<file path="config.mk">
export PLATFORM = sky130hd
export DESIGN_NAME = pwm_ramp_controller
export DESIGN_NICKNAME = d
export VERILOG_FILES = /design/src/rtl/pwm_pkg.sv /design/src/rtl/pwm_period_timer.sv /design/src/rtl/pwm_ramp_controller.sv
export SDC_FILE = /design/constraint.sdc
export NUM_CORES = 1
export LEC_CHECK = 0
export CAP_MARGIN = 25
export CORE_MARGIN = 2
export CORE_UTILIZATION = 65
export CTS_BUF_LIST = sky130_fd_sc_hd__clkbuf_8
export DETAILED_ROUTE_END_ITERATION = 6
export GPL_TIMING_DRIVEN = 1
export PLACE_DENSITY = 0.89
export SLEW_MARGIN = 20
export SYNTH_ARGS = -nofsm -noshare
export SYNTH_HDL_FRONTEND = slang
export SYNTH_HIERARCHICAL = 1
export SYNTH_SLANG_ARGS = --single-unit
</file>
<file path="constraint.sdc">
create_clock -name clk -period 11.8 [get_ports clk]
set_input_delay 2.36 -clock clk [delete_from_list [all_inputs] [get_ports clk]]
set_output_delay 2.36 -clock clk [all_outputs]
set_load 0.01 [all_outputs]
</file>
<file path="src/rtl/pwm_pkg.sv">
// Shared types and defaults for the PWM ramp sequencer.
package pwm_pkg;

  typedef enum logic [1:0] {
    IDLE  = 2'd0,
    HOLD  = 2'd1,
    RAMP  = 2'd2,
    FAULT = 2'd3
  } pwm_ramp_state_t;

  localparam int PWM_RESOLUTION_DEFAULT = 8;
  localparam int PWM_STEP_W_DEFAULT     = 4;

endpackage

</file>
<file path="src/rtl/pwm_period_timer.sv">
// Free-running PWM period counter; o_period_tick is high in the last cycle of each period.
// Shares reset with the PWM generator counter so every channel stays phase-aligned.
module pwm_period_timer #(
  parameter int RESOLUTION = 8
) (
  input  logic i_clk,
  input  logic i_rst,
  output logic o_period_tick
);

  logic [RESOLUTION-1:0] r_count;

  always_ff @(posedge i_clk or posedge i_rst) begin
    if (i_rst) begin
      r_count <= '0;
    end else begin
      r_count <= r_count + 1'b1;
    end
  end

  assign o_period_tick = &r_count;

endmodule

</file>
<file path="src/rtl/pwm_ramp_controller.sv">
// Slews the PWM duty toward a commanded target once per period; cmd_ready = enable (and not faulted).
// Duty changes 1..2^RESOLUTION cycles after a command; PWM_RAMP_FAULT_EN adds the fault ports and FAULT state.
module pwm_ramp_controller
  import pwm_pkg::*;
#(
  parameter int RESOLUTION = PWM_RESOLUTION_DEFAULT,
  parameter int STEP_W     = PWM_STEP_W_DEFAULT
) (
  input  logic                  clk,
  input  logic                  rst,
  input  logic                  enable,
  input  logic                  cmd_valid,
  output logic                  cmd_ready,
  input  logic [RESOLUTION-1:0] cmd_duty,
  input  logic [STEP_W-1:0]     cmd_step,
  output logic [RESOLUTION-1:0] duty,
  output logic                  period_tick,
  output logic                  busy,
  output logic                  at_target
`ifdef PWM_RAMP_FAULT_EN
  ,
  input  logic                  fault_in,
  input  logic                  fault_clr,
  output logic                  fault
`endif
);

  pwm_ramp_state_t       r_state, w_state_nxt;
  logic [RESOLUTION-1:0] r_duty, r_target, w_duty_nxt, w_target_nxt, w_slew;
  logic [STEP_W-1:0]     r_step, w_step_nxt;
  logic [RESOLUTION:0]   w_step_ext, w_sum, w_diff, w_tgt_ext;
  logic                  w_tick, w_xfer;

  pwm_period_timer #(
    .RESOLUTION (RESOLUTION)
  ) u_timer (
    .i_clk         (clk),
    .i_rst         (rst),
    .o_period_tick (w_tick)
  );

  // One extra bit keeps the sum from wrapping and exposes the borrow of the difference.
  assign w_step_ext = {{(RESOLUTION+1-STEP_W){1'b0}}, r_step};
  assign w_tgt_ext  = {1'b0, r_target};
  assign w_sum      = {1'b0, r_duty} + w_step_ext;
  assign w_diff     = {1'b0, r_duty} - w_step_ext;

  always_comb begin
    w_slew = r_duty;
    if (r_step == '0) begin
      w_slew = r_target;
    end else if (r_duty < r_target) begin
      w_slew = (w_sum >= w_tgt_ext) ? r_target : w_sum[RESOLUTION-1:0];
    end else if (r_duty > r_target) begin
      w_slew = (w_diff[RESOLUTION] || (w_diff[RESOLUTION-1:0] <= r_target)) ?
               r_target : w_diff[RESOLUTION-1:0];
    end
  end

`ifdef PWM_RAMP_FAULT_EN
  assign cmd_ready = enable && (r_state != FAULT);
  assign fault     = (r_state == FAULT);
`else
  assign cmd_ready = enable;
`endif
  assign w_xfer = cmd_valid && cmd_ready;

  always_ff @(posedge clk or posedge rst) begin
    if (rst) begin
      r_state  <= IDLE;
      r_duty   <= '0;
      r_target <= '0;
      r_step   <= '0;
    end else begin
      r_state  <= w_state_nxt;
      r_duty   <= w_duty_nxt;
      r_target <= w_target_nxt;
      r_step   <= w_step_nxt;
    end
  end

  always_comb begin
    w_state_nxt  = r_state;
    w_duty_nxt   = r_duty;
    w_target_nxt = r_target;
    w_step_nxt   = r_step;

    // A tick always uses the target/step held before this edge.
    if (w_tick) begin
      if (!enable || (r_state == IDLE)) begin
        w_duty_nxt = '0;
      end else if (r_state == RAMP) begin
        w_duty_nxt = w_slew;
      end
    end

    case (r_state)
      IDLE:    if (enable) w_state_nxt = HOLD;
      RAMP:    if (w_tick && (w_slew == r_target)) w_state_nxt = HOLD;
      default: ;
    endcase

    if (w_xfer) begin
      w_target_nxt = cmd_duty;
      w_step_nxt   = cmd_step;
      w_state_nxt  = (cmd_duty != w_duty_nxt) ? RAMP : HOLD;
    end

    if (!enable) begin
      w_state_nxt  = IDLE;
      w_target_nxt = '0;
    end

`ifdef PWM_RAMP_FAULT_EN
    if (r_state == FAULT) begin
      w_state_nxt  = (fault_clr && !fault_in) ? IDLE : FAULT;
      w_duty_nxt   = '0;
      w_target_nxt = '0;
    end
    if (fault_in) begin
      w_state_nxt  = FAULT;
      w_duty_nxt   = '0;
      w_target_nxt = '0;
    end
`endif
  end

  assign duty        = r_duty;
  assign period_tick = w_tick;
  assign busy        = (r_state == RAMP);
  assign at_target   = (r_state == HOLD);

endmodule
</file>
==> flow_summary.json <==
{
  "power_density_mw_per_mm2": 109,
  "post-place-ws_ns": 5.63,
  "cts_tree": "yes",
  "hold_depth": 1,
  "hold_path_end": "u_timer/r_count[5]",
  "ys_ff_latch": 30,
  "syn-num-nets": 479,
  "max_stage_delay_ns": 0.83,
  "port-buffer-count": 27,
  "startpoint_type": "input pin",
  "clock_latency_ns": 0.29,
  "nets": 494,
  "core-area_mm2": 0.00520,
  "hold_class": "reg2reg",
  "cp.depth": 2,
  "fin_ws_ns": 5.60,
  "synthCells": 428,
  "syn2layout_area_growth_pct": 8.83,
  "wl_um": 10600,
  "gp_congestion": 1.01,
  "path_max_fanout": 19,
  "drive_gt1_share_pct": 9.23,
  "crit_path_end_kind": "output port",
  "fin_util_pct": 74.7,
  "max_freq_mhz": 161,
  "path_common_cell": "clkdlybuf4s50_1",
  "vias": 3683,
  "setup_viol": 0,
  "top_usage_layer": "met2",
  "die_h_um": 78.1,
  "finalCritPeriodShare_pct": 52.5,
  "row_count": 26,
  "r2r_end": "r_state[1]",
  "min-delay-start": "u_timer/r_count[5]",
  "cp_cell_sequence": "clkdlybuf4s50_1 > clkdlybuf4s50_1",
  "crit_arrival_ns": 3.84,
  "routedWlPerCell_um": 20.6,
  "ys_types": 77,
  "crit_required_ns": 9.44,
  "cts_setup_buffers": 0,
  "die_area_mm2": 0.00610,
  "synth_area_per_cell_um2": 8.35,
  "maxCapViolCount": 0,
  "synth.most_common_cell": "nand2_1",
  "met1_usage_pct": 46.2,
  "clkTransAtPathRegs_ns": 0.07,
  "post_cts_resized": 0,
  "ioPinCount": 28,
  "clockBufferDepth": 2,
  "viasPerCell": 7.17,
  "synth_area_mm2": 0.00357,
  "finalHoldViolations": 0,
  "ys_top_cells_by_count": "nand2_1, ha_1, a21oi_1, dfrtp_1, nor2_1",
  "holdBufCountCts": 0,
  "synth_seq_area_share_pct": 21.0,
  "cts_root_buffer": "clkbuf_8",
  "path_buf_inv": 2,
  "cts_buffers": 5,
  "die-width_um": 78.1,
  "slew_headroom_pct": 35.4,
  "grt-ovfl-total": 0,
  "met2_usage_pct": 61.0,
  "fin_skew_ns": 0.00722,
  "drtAntennaViolNets": 0,
  "synth_edf_count": 0,
  "slew_viol_final": 0,
  "tightest_slew_ns": 0.962,
  "grt_pass1_wl_um": 17500,
  "dr.pass1.iters": 6,
  "irDropWorstVdd_uv": 114,
  "critPathTopFamily": "buffers and inverters",
  "slowest_stage": "clkdlybuf4s50_1",
  "met3_usage_pct": 3.91,
  "drc": 0,
  "clock_sinks": 30,
  "worstReg2RegStart": "duty[1]",
  "leakage_nw": 1.64,
  "synthFlopType": "dfrtp_1",
  "async_flop_share_pct": 100,
  "worst_hold_slack_ns": 0.483,
  "antenna_found_initial": 0,
  "grt_pass1_vias": 3649,
  "yosysTopAreaCell": "dfrtp_1",
  "rsz0062_at_grt": "no",
  "crit_type": "in2out",
  "yosys_warnings": 6,
  "dp_hpwl_um": 8000,
  "synth_top_cells_by_area": "dfrtp_1, ha_1, nand2_1",
  "grt_max_degree": 23,
  "tns_ns": 0,
  "drt_iter0_drc": 572,
  "grt_usage_pct": 36.1,
  "yosys.area.top_type_share_pct": 21.0,
  "r2r_slack_ns": 6.45,
  "htreeDepth": 2,
  "period_minus_slack_ns": 6.20,
  "rr_worst_depth": 16,
  "initial_core_util_pct": 68.6,
  "antenna_cells": 0,
  "outcome": "finished clean"
}
worst max path at each step:
stage                endpoint   start  slack, ns
finish              cmd_ready  enable       5.60
global route        cmd_ready  enable       5.54
global placement    cmd_ready  enable       5.63
detailed placement  cmd_ready  enable       5.63
CTS                 cmd_ready  enable       5.59
floorplan           cmd_ready  enable       6.96
where the power goes:
part / internal, W / switching (W) / total (W)
combinational: 0.0000681 / 0.000110 / 0.000178
sequential: 0.000107 / 0.00000910 / 0.000116
clock: 0.0000900 / 0.0000400 / 0.000130
total: 0.000265 / 0.000159 / 0.000424
cell usage in the layout, fill, tap and decap left out, types with 4 or more instances in the layout:
cell and instances:
a31oi_1 4, nor2_1 28, dfrtp_1 30, nand3_1 16, o221ai_1 5, clkdlybuf4s50_1 27, xor2_1 5, o21ai_0 23
clkbuf_8 6, a21oi_1 30, and3_1 7, nand2b_1 6, nand4_1 5, mux2_2 6, mux2i_1 13, a211oi_1 7
nand2_1 43, xnor2_1 13, inv_1 23, ha_1 33, nor3_1 13, nor2b_1 14, o31ai_1 6
area by class of cell:
type | count | area [um2]
Clock inverter | 2 | 60.1
Sequential cell | 30 | 751
Timing Repair Buffer | 27 | 270
Inverter | 24 | 90.1
Multi-Input combinational cell | 355 | 2550
Clock buffer | 6 | 82.6
Tap cell | 70 | 87.6
Fill cell | 416 | 1320
cells by family after synthesis:
logic type	after synthesis	synth area share [%]
AOI/OAI and AO/OA	122	24.3
xor gates and xnor gates	18	4.41
adders and majority gates	35	12.7
buffers and inverters	43	7.71
DFF	30	21.0
muxes	19	5.53
and+or+nand+nor	161	24.3
state kept, by name, summed over array words and instances, names as in the netlist:
signal           flops
r_step               4
r_target             8
u_timer/r_count      8
duty                 8
r_state              2
per-layer routing:
layer  vias up  wire length [um]
met5         -                 0
met4         0               471
met3        66               997
met2       290              4960
met1      1705              4140
li1       1622                 -
per-stage QoR:
stage	std cells	instance area, um2	total power [W]
2_1_floorplan	428	3570	0.000252
3_3_place_gp	506	3740	0.000283
3_5_place_dp	506	3740	0.000288
4_1_cts	514	3890	0.000418
5_1_grt	514	3890	0.000443
6_report	514	3890	0.000424
Power figures use the tool's default switching activity.
==> patch: new RTL, same settings <==
The package constant `PWM_RESOLUTION_DEFAULT` goes from 8 to 9.
--- a/src/rtl/pwm_pkg.sv
+++ b/src/rtl/pwm_pkg.sv
@@ -8,7 +8,7 @@
     FAULT = 2'd3
   } pwm_ramp_state_t;
 
-  localparam int PWM_RESOLUTION_DEFAULT = 8;
+  localparam int PWM_RESOLUTION_DEFAULT = 9;
   localparam int PWM_STEP_W_DEFAULT     = 4;
 
 endpackage
Ports: changed (resized cmd_duty and duty); port bits go from 28 to 30. The function was not compared with the original's and may differ.
==> patch against the original RTL <==
Final area is 21% higher; worst setup slack better by 0.12 ns; largest cell class unchanged; synthesized area is 19% higher; sequential cell count is 3 higher; first-iteration DRC count is 24% higher; total power is 1.2% lower; critical path type unchanged; critical endpoint unchanged; wire length is 48% higher.
==> patch: results (changes against the original RTL) <==
cts_buffer_depth: 2  # unchanged
grt_start_max_net_pins: 25  # +8.7%
synthFlopType: "dfrtp_1"
fillCellCount: 484  # +16%
intPower_mw: 0.245  # -7.6%
cp-startpoint: "enable"
cts_buffers: 5  # unchanged
drt_iter0_drc: 711  # +24%
antenna_cells: 0  # unchanged
r2r_start: "duty[2]$_DFF_PP0_"
outcome: "completed"
synth_area_leaders: "dfrtp_1 19%, ha_1 11%, xnor2_1 3.9%"
grt_pass1_vias: 4545  # +25%
vdd_drop_max_mv: 0.117  # +2.1%
hold_class: "reg2reg"
drive_gt1_share_pct: 7.04  # -2.2 points
cpMaxStageDelayCell: "clkdlybuf4s50_1"
p_leak_nw: 1.89  # +15%
critical-path-max-stage-delay_ns: 0.74  # -0.09 ns
use_met1_pct: 58.2  # +12 points
dp_hpwl_mm: 11.6  # +45%
grtUsageMet2_pct: 62.8  # +1.8 points
antenna_found_initial: 1  # +1
nNetsFinal: 595  # +20%
synthTopCellsByCount: "43 x nor2_1, 37 x ha_1, 36 x inv_1, 34 x nand2_1, 33 x dfrtp_1"
port_buffers: 29  # +7.4%
gp_congestion: 1.12  # +11%
crit_fanout: 13  # -6
cts_max_level: 2  # unchanged
grt_use_total_pct: 43.1  # +7.0 points
worst_slew_pin_slew_ns: 1.07  # +0.104 ns
finClkSkew_ns: 0.0149  # +0.00768 ns
yosysUniqueCellTypes: 86  # +12%
ys_seq_area_share_pct: 19.4  # -1.6 points
yosysWarnings: 6  # unchanged
grt_pass1_wl_mm: 24.2  # +38%
grt-busiest-layer: "met2"
first_pass_iters: 7  # +1
wirelength_mm: 15.7  # +48%
root_buffer: "clkbuf_8"
hp-start: "u_timer/r_count[8]$_DFF_PP0_"
cts_setup_buffers: 0  # unchanged
synth_nets: 578  # +21%
async_reset_ff_share_pct: 100  # unchanged
cts.reportedPaths.clkPinSlew_ns: 0.07  # about the same
crit_arrival_ns: 3.72  # -0.12 ns
use_met3_pct: 14.7  # +11 points
clock_latency_ns: 0.31  # +0.02 ns
num_vias: 4781  # +30%
## patch: logic make-up (layout without fill, tap and decap cells)
logic type | after synthesis | after routing | share of synthesized area [%]
compound gates | 181 | 181 | 32.7
xor+xnor | 20 | 20 | 4.12
fa+ha+maj | 39 | 39 | 11.8
buf+inv | 59 | 77 | 5.57
flops | 33 | 33 | 19.4
mux | 20 | 20 | 4.95
simple gates | 170 | 170 | 21.4
## patch: area by class of cell
| cell class | count | area [sq um] | share of cell area, % |
|---|---|---|---|
| clock buffers | 5 | 68.8 | 1.47 |
| clock inverters | 3 | 46.3 | 0.986 |
| inverters | 37 | 139 | 2.96 |
| multi-input cells | 430 | 3190 | 67.9 |
| flip-flops and latches | 33 | 826 | 17.6 |
| well taps | 77 | 96.3 | 2.05 |
| repair buffers | 32 | 333 | 7.09 |
## patch: final timing paths
path | end | slack, ns | cells after the start
min in group asynchronous | u_timer/r_count[2]$_DFF_PP0_ | 2.35 | 2
max reg2reg | r_state[0]$_DFFE_PP0P_ | 5.89 | 15
max in group asynchronous | duty[0]$_DFF_PP0_ | 8.98 | 3
min | u_timer/r_count[8]$_DFF_PP0_ | 0.49 | 1
min reg2reg | u_timer/r_count[8]$_DFF_PP0_ | 0.49 | 1
max | cmd_ready | 5.72 | 2
## patch: stage by stage
step	hold WS, ns	area, sq um	setup WS, ns	instances	utilization (%)
final	0.487	4700	5.72	617	74.0
after global routing	0.490	4700	5.69	617	74.0
after CTS	0.483	4670	5.74	616	73.5
after detailed placement	0.470	4550	5.74	608	71.7
after global placement	0.451	4550	5.75	608	71.7
after floorplan	0.437	4250	6.86	522	-
## patch: power by group through the flow
| stage | sequential, mW | clock [mW] | combinational [mW] |
|---|---|---|---|
| global route | 0.127 | 0.117 | 0.188 |
| global placement | 0.128 | 0 | 0.158 |
| finish | 0.127 | 0.116 | 0.176 |
| CTS | 0.126 | 0.114 | 0.166 |
| detailed placement | 0.128 | 0 | 0.165 |
| floorplan | 0.124 | 0 | 0.118 |
## patch: metal layers
| metal | up-vias | share of wire, % |
|---|---|---|
| met4 | 0 | 4.9 |
| met2 | 436 | 42 |
| li1 | 2034 | - |
| met1 | 2207 | 38 |
| met3 | 104 | 15 |
| met5 | - | 0 |
